**src/rtl/freq_meter_display.sv**
```systemverilog
// Gated edge counter with double-dabble BCD conversion driving a multiplexed
// N-digit seven-segment display with leading-zero blanking and overflow dashes.
module freq_meter_display #(
  parameter int GATE_CYCLES    = 100000000,
  parameter int CNT_W          = 32,
  parameter int NUM_DIGITS     = 4,
  parameter int SCAN_DIV       = 100000,
  parameter bit SEG_ACTIVE_LOW = 1'b1
) (
  input  logic                  clk,
  input  logic                  rst_n,
  input  logic                  signal,
  output logic [6:0]            Seg,
  output logic [NUM_DIGITS-1:0] Dig,
  output logic                  overflow,
  output logic                  valid
);

  localparam int GATE_W  = $clog2(GATE_CYCLES);
  localparam int SCAN_W  = (SCAN_DIV > 1) ? $clog2(SCAN_DIV) : 1;
  localparam int IDX_W   = (NUM_DIGITS > 1) ? $clog2(NUM_DIGITS) : 1;
  localparam int SHIFT_W = $clog2(CNT_W + 1);
  localparam int BCD_W   = 4 * (NUM_DIGITS + 1);
  localparam logic [63:0] MAX_DISP = 64'(10 ** NUM_DIGITS) - 64'd1;
  localparam logic [6:0]  SEG_OFF  = SEG_ACTIVE_LOW ? 7'h7F : 7'h00;

  typedef enum logic [1:0] {IDLE, SHIFT, DONE} conv_state_t;

  function automatic logic [6:0] seg_pattern(input logic [3:0] d);
    case (d)
      4'd0:    seg_pattern = 7'h3F;
      4'd1:    seg_pattern = 7'h06;
      4'd2:    seg_pattern = 7'h5B;
      4'd3:    seg_pattern = 7'h4F;
      4'd4:    seg_pattern = 7'h66;
      4'd5:    seg_pattern = 7'h6D;
      4'd6:    seg_pattern = 7'h7D;
      4'd7:    seg_pattern = 7'h07;
      4'd8:    seg_pattern = 7'h7F;
      4'd9:    seg_pattern = 7'h6F;
      default: seg_pattern = 7'h00;
    endcase
  endfunction

  // Input synchroniser and rising-edge detect
  logic sync_1, sync_2, sync_prev, edge_pulse;

  // NOTE: sequential state uses non-blocking (<=) so every flop samples pre-edge values.
  always_ff @(posedge clk or negedge rst_n) begin
    if (!rst_n) begin
      sync_1    <= 1'b0;
      sync_2    <= 1'b0;
      sync_prev <= 1'b0;
    end else begin
      sync_1    <= signal;
      sync_2    <= sync_1;
      sync_prev <= sync_2;
    end
  end

  assign edge_pulse = sync_2 & ~sync_prev;

  // Gate window and saturating edge counter
  logic [GATE_W-1:0] gate_cnt;
  logic [CNT_W-1:0]  edge_cnt, cnt_next, result;
  logic              gate_end;

  assign gate_end = (gate_cnt == GATE_W'(GATE_CYCLES - 1));
  assign cnt_next = (edge_pulse && (edge_cnt != '1)) ? edge_cnt + CNT_W'(1) : edge_cnt;

  always_ff @(posedge clk or negedge rst_n) begin
    if (!rst_n) begin
      gate_cnt <= '0;
      edge_cnt <= '0;
      result   <= '0;
    end else if (gate_end) begin
      gate_cnt <= '0;
      edge_cnt <= '0;
      result   <= cnt_next;
    end else begin
      gate_cnt <= gate_cnt + GATE_W'(1);
      edge_cnt <= cnt_next;
    end
  end

  // Conversion FSM
  conv_state_t        state, state_next;
  logic [SHIFT_W-1:0] shift_cnt;
  logic [CNT_W-1:0]   bin_sr;
  logic [BCD_W-1:0]   bcd, bcd_adj;
  logic [3:0]         disp [NUM_DIGITS];

  always_ff @(posedge clk or negedge rst_n) begin
    if (!rst_n) state <= IDLE;
    else        state <= state_next;
  end

  // NOTE: combinational blocks assign every output a default first so no latch is inferred.
  always_comb begin
    state_next = state;
    unique case (state)
      IDLE:    if (gate_end) state_next = SHIFT;
      SHIFT:   if (shift_cnt == SHIFT_W'(CNT_W - 1)) state_next = DONE;
      DONE:    state_next = IDLE;
      default: state_next = IDLE;
    endcase
  end

  always_comb begin
    bcd_adj = bcd;
    for (int i = 0; i < NUM_DIGITS + 1; i++) begin
      if (bcd[4*i +: 4] >= 4'd5) bcd_adj[4*i +: 4] = bcd[4*i +: 4] + 4'd3;
    end
  end

  // NOTE: the display digit array is a handful of flops, so it is reset like any other state.
  always_ff @(posedge clk or negedge rst_n) begin
    if (!rst_n) begin
      shift_cnt <= '0;
      bin_sr    <= '0;
      bcd       <= '0;
      overflow  <= 1'b0;
      valid     <= 1'b0;
      for (int i = 0; i < NUM_DIGITS; i++) disp[i] <= 4'd0;
    end else begin
      unique case (state)
        IDLE: begin
          if (gate_end) begin
            bin_sr    <= cnt_next;
            bcd       <= '0;
            shift_cnt <= '0;
          end
        end
        SHIFT: begin
          {bcd, bin_sr} <= {bcd_adj[BCD_W-2:0], bin_sr, 1'b0};
          shift_cnt     <= shift_cnt + SHIFT_W'(1);
        end
        DONE: begin
          overflow <= (64'(result) > MAX_DISP);
          valid    <= 1'b1;
          for (int i = 0; i < NUM_DIGITS; i++) disp[i] <= bcd[4*i +: 4];
        end
        default: ;
      endcase
    end
  end

  // Digit scan; Dig and Seg are both registered from the same idx
  logic [SCAN_W-1:0] scan_cnt;
  logic [IDX_W-1:0]  idx;
  logic              upper_zero;
  logic [6:0]        seg_lit;

  always_comb begin
    upper_zero = 1'b1;
    for (int i = 0; i < NUM_DIGITS; i++) begin
      if ((IDX_W'(i) >= idx) && (disp[i] != 4'd0)) upper_zero = 1'b0;
    end
    seg_lit = 7'h00;
    if (valid) begin
      if (overflow)                       seg_lit = 7'h40;
      else if ((idx == '0) || !upper_zero) seg_lit = seg_pattern(disp[idx]);
    end
  end

  always_ff @(posedge clk or negedge rst_n) begin
    if (!rst_n) begin
      scan_cnt <= '0;
      idx      <= '0;
      Dig      <= '1;
      Seg      <= SEG_OFF;
    end else begin
      if (scan_cnt == SCAN_W'(SCAN_DIV - 1)) begin
        scan_cnt <= '0;
        idx      <= (idx == IDX_W'(NUM_DIGITS - 1)) ? '0 : idx + IDX_W'(1);
      end else begin
        scan_cnt <= scan_cnt + SCAN_W'(1);
      end
      Dig <= ~(NUM_DIGITS'(1) << idx);
      Seg <= seg_lit ^ {7{SEG_ACTIVE_LOW}};
    end
  end

endmodule

```
**config.mk**
```make
export PLATFORM = sky130hd
export DESIGN_NAME = freq_meter_display
export DESIGN_NICKNAME = d
export VERILOG_FILES = /design/src/rtl/freq_meter_display.sv
export SDC_FILE = /design/constraint.sdc
export NUM_CORES = 1
export LEC_CHECK = 0
export CAP_MARGIN = 20
export CORE_ASPECT_RATIO = 0.5
export CORE_MARGIN = 2
export CORE_UTILIZATION = 67
export DETAILED_ROUTE_END_ITERATION = 7
export PLACE_DENSITY = 0.85
export RECOVER_POWER = 100
export SLEW_MARGIN = 15
export SYNTH_ARGS = -nofsm -noshare
export SYNTH_HDL_FRONTEND = slang
export SYNTH_SLANG_ARGS = --single-unit
export TNS_END_PERCENT = 10
```
**constraint.sdc**
```tcl
create_clock -name clk -period 4.1 [get_ports clk]
set_clock_uncertainty 0.1 [all_clocks]
set_input_delay 0.82 -clock clk [delete_from_list [all_inputs] [get_ports clk]]
set_output_delay 0.82 -clock clk [all_outputs]
set_load 0.02 [all_outputs]
```
# After elaboration in Yosys (flattened, before gate mapping)
# Memory sizes are Yosys's and may differ from the RTL's.
# Index checks and enable logic that the tools add are counted.
# word_totals
ff_bits	202
input_bits	3
out_inout_bits	13
wordCells	102
mem_count	1
romBits	112
# mem_list
memory	words	width	read_ports	rd_clocked_by_memory_dff	write_ports	line	rtl
(no name shown)	16	7	1	0	0	30	case (d)
# classes
shifts	1
add_sub_neg	10
n_bitwise	5
eq_ne	9
reduce_logical	16
muxes	29
magnitude_cmp	11
# op_table
operator	n
$mux W32	3
$pmux W32 S2	1
$pmux W20 S2	1
$add A32 B1 Y32 const B	1
$gt A32 B14 Y1 const B	1
$ne A32 B32 Y1 const B	1
$add A27 B1 Y27 const B	1
$eq A27 B27 Y1 const B	1
$mux W27	1
$mux W4	6
$mux W7	3
$ge A4 B3 Y1 const B	5
$mux W20	1
$add A17 B1 Y17 const B	1
$eq A17 B17 Y1 const B	1
$mux W17	1
$add A4 B2 Y4 const B	4
$reduce_bool A4 Y1	4
$pmux W6 S2	1
$bmux W4 S2	1
$not A7 Y7	1
$add A6 B1 Y6 const B	1
$eq A6 B5 Y1 const B	1
$mux W2	3
other kinds (23)	36

# Longest topological paths before layout
# depth
depth_word	12
depth_mapped	9
ltp_nobuf	8

# Worst setup path after synthesis
# Ideal clock, no wire load.
# synth_timing
kind	register -> register
start	register gate_cnt[17]
end	register result[8]
setup_slack_ns	1.471
n_path_buf	3
t_required_ns	3.864
synth_period_minus_slack_ns	2.629
path_stages_with_launch	9
t_arrival_ns	2.393
path_cell_list	dfrtp_1 > or4b_1 > or4_1 > buf_2 > or3_1 > clkbuf_1 > clkbuf_1 > nand2_1 > o21ai_0
# synth_between
elab_chain_cells	1
# synth_lines
element	line	rtl
start, declared	64	logic [GATE_W-1:0] gate_cnt;
start signal, assigned	81	gate_cnt <= gate_cnt + GATE_W'(1);
$eq A27 B27 Y1	68	assign gate_end = (gate_cnt == GATE_W'(GATE_CYCLES - 1));
end signal, assigned	79	result <= cnt_next;
end, declared	65	logic [CNT_W-1:0] edge_cnt, cnt_next, result;
# No other way between the ends.
# A chain may end at the register's enable or synchronous reset.

# Final worst setup path
# layout_timing
start	register gate_cnt[9]
end	register bin_sr[19]
# layout_between
elab_chain_cells	3
# layout_lines
element	line	rtl
$eq A27 B27 Y1	68	
$ne A2 B2 Y1 (no source line)	n/a	
$reduce_and A2 Y1 (no source line)	n/a	
end signal, assigned	129	bin_sr <= cnt_next;
end signal, assigned	135	{bcd, bin_sr} <= {bcd_adj[BCD_W-2:0], bin_sr, 1'b0};
end, declared	89	logic [CNT_W-1:0] bin_sr;
# No other way between the ends.

==> metrics.md <==
| Metric | Value |
|---|---|
| Post-synth top flop | dfrtp_1 |
| Seq/Total Area, Yosys | 53.47% |
| Clk Latency, worst-skew pair | 430 ps |
| Post-CTS Setup Repair Bufs | 0 |
| Most frequent CP cell | or4_1 |
| VDD IR max | 0.2853 mV |
| Final min period | 3597 ps |
| First-pass DRT Iterations | 6 |
| Worst relative slew slack | -65.15% |
| Commonest cells in the netlist | dfrtp_1, nand2_1, o21ai_0 |
| CP startpoint kind | flip-flop |
| Share of layout cells above drive strength 1 | 7.852% |
| MaxCap Viol Count | 1 |
| TritonCTS clock tree | done |
| Wire length per cell | 18.04 µm |
| Vias per inst | 6.323 |
| Unrepaired setup endpoints after global routing | false |
| Post-CTS Resized | 0 |
| Row count | 30 |
| First-pass GRT wire length | 33190 µm |
| Yosys warns | 0 |
| Count of cell types in the netlist | 54 |
| Die Height | 86.43 µm |
| Worst path bufs/invs | 1 |
| N_diodes | 0 |
| Nets@finish | 929 |
| Synth top area share | 50.30% |
| Number of flops mapped to enable cells by yosys | 0 |
| Synth area leaders | dfrtp_1, o21ai_0, nand2_1 |
| Clk sinks | 194 |
| Min-Delay Path Class | flip-flop to flip-flop |
| Die ar. | 14590 µm² |
| I/O Buffers | 15 |
| Final ANT Viol Nets | 0 |
| Clock Path Buffers | 2 |
| Die width | 168.9 µm |
| Post-DP HPWL | 12820 µm |
| Cts hold-fix bufs | 0 |
| DRC | 0 |
| Placed insts | 1061 |
| Least-Margin Pin Slew | 2477 ps |
| Mapped Cells | 902 |
| CP required | 4290 ps |
| Fin cells | 1093 |
| Leading area contributor after synthesis | dfrtp_1 |
| Fin crit share | 87.73% |
| Final Hold Fails | 0 |
| Average cell area after synthesis | 10.09 µm² |
| Family with the most delay on the worst path | compound AO/OA/AOI/OAI gates |
| Final worst setup slack | 503.0 ps |
| Starting DRT DRC Count | 668 |
| Finished Cell Area | 9988 µm² |
| Tot Pwr | 3843 µW |
| Initial Utilization | 67.95% |
| Violated checks | capacitance limit, slew limit |
| DR vias | 6911 |
| Status | finished with violations |
| Cell chain of the critical path | or4_1 -> or4_1 -> o41a_1 -> clkbuf_1 -> a22oi_1 -> o21ai_0 |
| Fin. max-slew vios | 101 |
| TritonCTS buffer count | 17 |
| Core Region | 13400 µm² |
| Most numerous cell in the Yosys netlist | dfrtp_1 |
| Routability Congestion | 0.9593 |
| Clk slew on worst S/H paths | 80 ps |
| Placed cell area | 9428 µm² |
| Data arrival, critical path | 3780 ps |
| Net Count, Synth | 927 |
| Final setup violating endpoints | 0 |
| Pleak | 0.004362 µW |
| Cell Pwr Density | 384.8 nW/µm² |
| Grt ovf | 0 |
| Final WL | 19720 µm |
| Critical path's slowest cell | o41a_1 |
| Ys async rst share | 100.0% |
| Area Overhead vs Synth | 9.702% |
| Syn Std Cell Area | 9105 µm² |
| Vias in the first global route | 6879 |
| Setup tns final | 0 ps |
| FILL cells | 910 |
| IO Pins | 16 |
| Crit path kind | flip-flop to flip-flop |
| CTS Root Cell | clkbuf_16 |
| Largest net degree at the start of global routing | 102 |
| GRT Util Overall | 28.94% |
| Synthesized flop and latch total | 194 |
| Initial antenna violation count | 0 |
| Post-Place Worst Slack | 926.8 ps |
| Top fanout value on the critical path | 23 |
| H-tree Lvls | 4 |
| Crit. End Element | flip-flop |
| Max Fclk | 0.2780 GHz |
| CP peak stage delay | 700 ps |
==> sequential cells by signal, summed over array words and instances (netlist names), 2 cells and up <==
name / cells
gate_cnt: 27
bcd: 16
idx: 2
scan_cnt: 17
state: 2
disp: 16
Seg: 7
shift_cnt: 6
result: 28
bin_sr: 32
Dig: 4
edge_cnt: 32
==> cell type report <==
type,count,area (µm²),area share (%)
Clock inverter,15,192.7,1.929
Clock buffer,17,425.4,4.259
Inverter,19,71.32,0.7140
Tap cell,176,220.2,2.205
Sequential cell,194,4868,48.74
Timing Repair Buffer,27,231.5,2.317
Multi-Input combinational cell,645,3979,39.83
==> path summary, 6_finish.rpt <==
path	from	cells after the start	endpoint	slack [ps]
max	gate_cnt[9]	6	bin_sr[19]	500
min	sync_1	0	sync_2	250
max reg2reg	gate_cnt[9]	6	bin_sr[19]	500
min reg2reg	sync_1	0	sync_2	250
max in group asynchronous	rst_n	2	idx[0]	1170
min in group asynchronous	rst_n	1	valid	1030
==> power by group <==
| group | switching (µW) | internal, µW | leakage, µW |
|---|---|---|---|
| logic | 89.6 | 35.3 | 0.00144 |
| registers | 38.4 | 1940 | 0.00263 |
| clock network | 808 | 931 | 0.000292 |
| total | 936 | 2910 | 0.00436 |
==> cell families after synthesis <==
| kind of cell | after synthesis | share of synthesized area [%] |
|---|---|---|
| xor+xnor | 64 | 6.156 |
| compound gates | 187 | 12.40 |
| simple gates | 348 | 18.95 |
| flops | 194 | 53.47 |
| buf+inv | 63 | 2.693 |
| fa+ha+maj | 22 | 3.023 |
| mux | 24 | 3.312 |
==> metal layers <==
| layer | up-vias | part of all wire [%] | global-route usage, % |
|---|---|---|---|
| li1 | 3220 | - | - |
| met1 | 3409 | 43 | 37.93 |
| met2 | 232 | 49 | 49.14 |
| met3 | 50 | 5.2 | 5.388 |
| met4 | 0 | 2.1 | 10.97 |
| met5 | - | 0 | 0 |
==> stage by stage <==
| stage | util, % | hold slack (ps) |
|---|---|---|
| 6_report | 74.54 | 251.2 |
| 5_1_grt | 74.54 | 255.6 |
| 4_1_cts | 74.97 | 251.7 |
| 3_5_place_dp | 70.35 | 234.7 |
| 3_3_place_gp | 70.35 | 247.6 |
| 2_1_floorplan | - | 231.2 |
==> layout by cell type, fill, tap and decap left out, types with 9 or more instances in the layout <==
cell	instances
ha_1	22
o21ai_0	90
dlygate4sd3_1	14
mux2i_1	11
inv_1	19
clkbuf_16	17
nand2_1	91
nor3_1	20
and3_1	22
nor4_1	16
nand4_1	23
nand3_1	42
dfrtp_1	183
nand2b_1	11
mux2_2	9
o31ai_1	9
xor2_1	31
a22oi_1	20
xnor2_1	33
nor2_1	83
a21oi_1	30
dfstp_2	11
No activity file was read; power rests on OpenSTA's default activity.
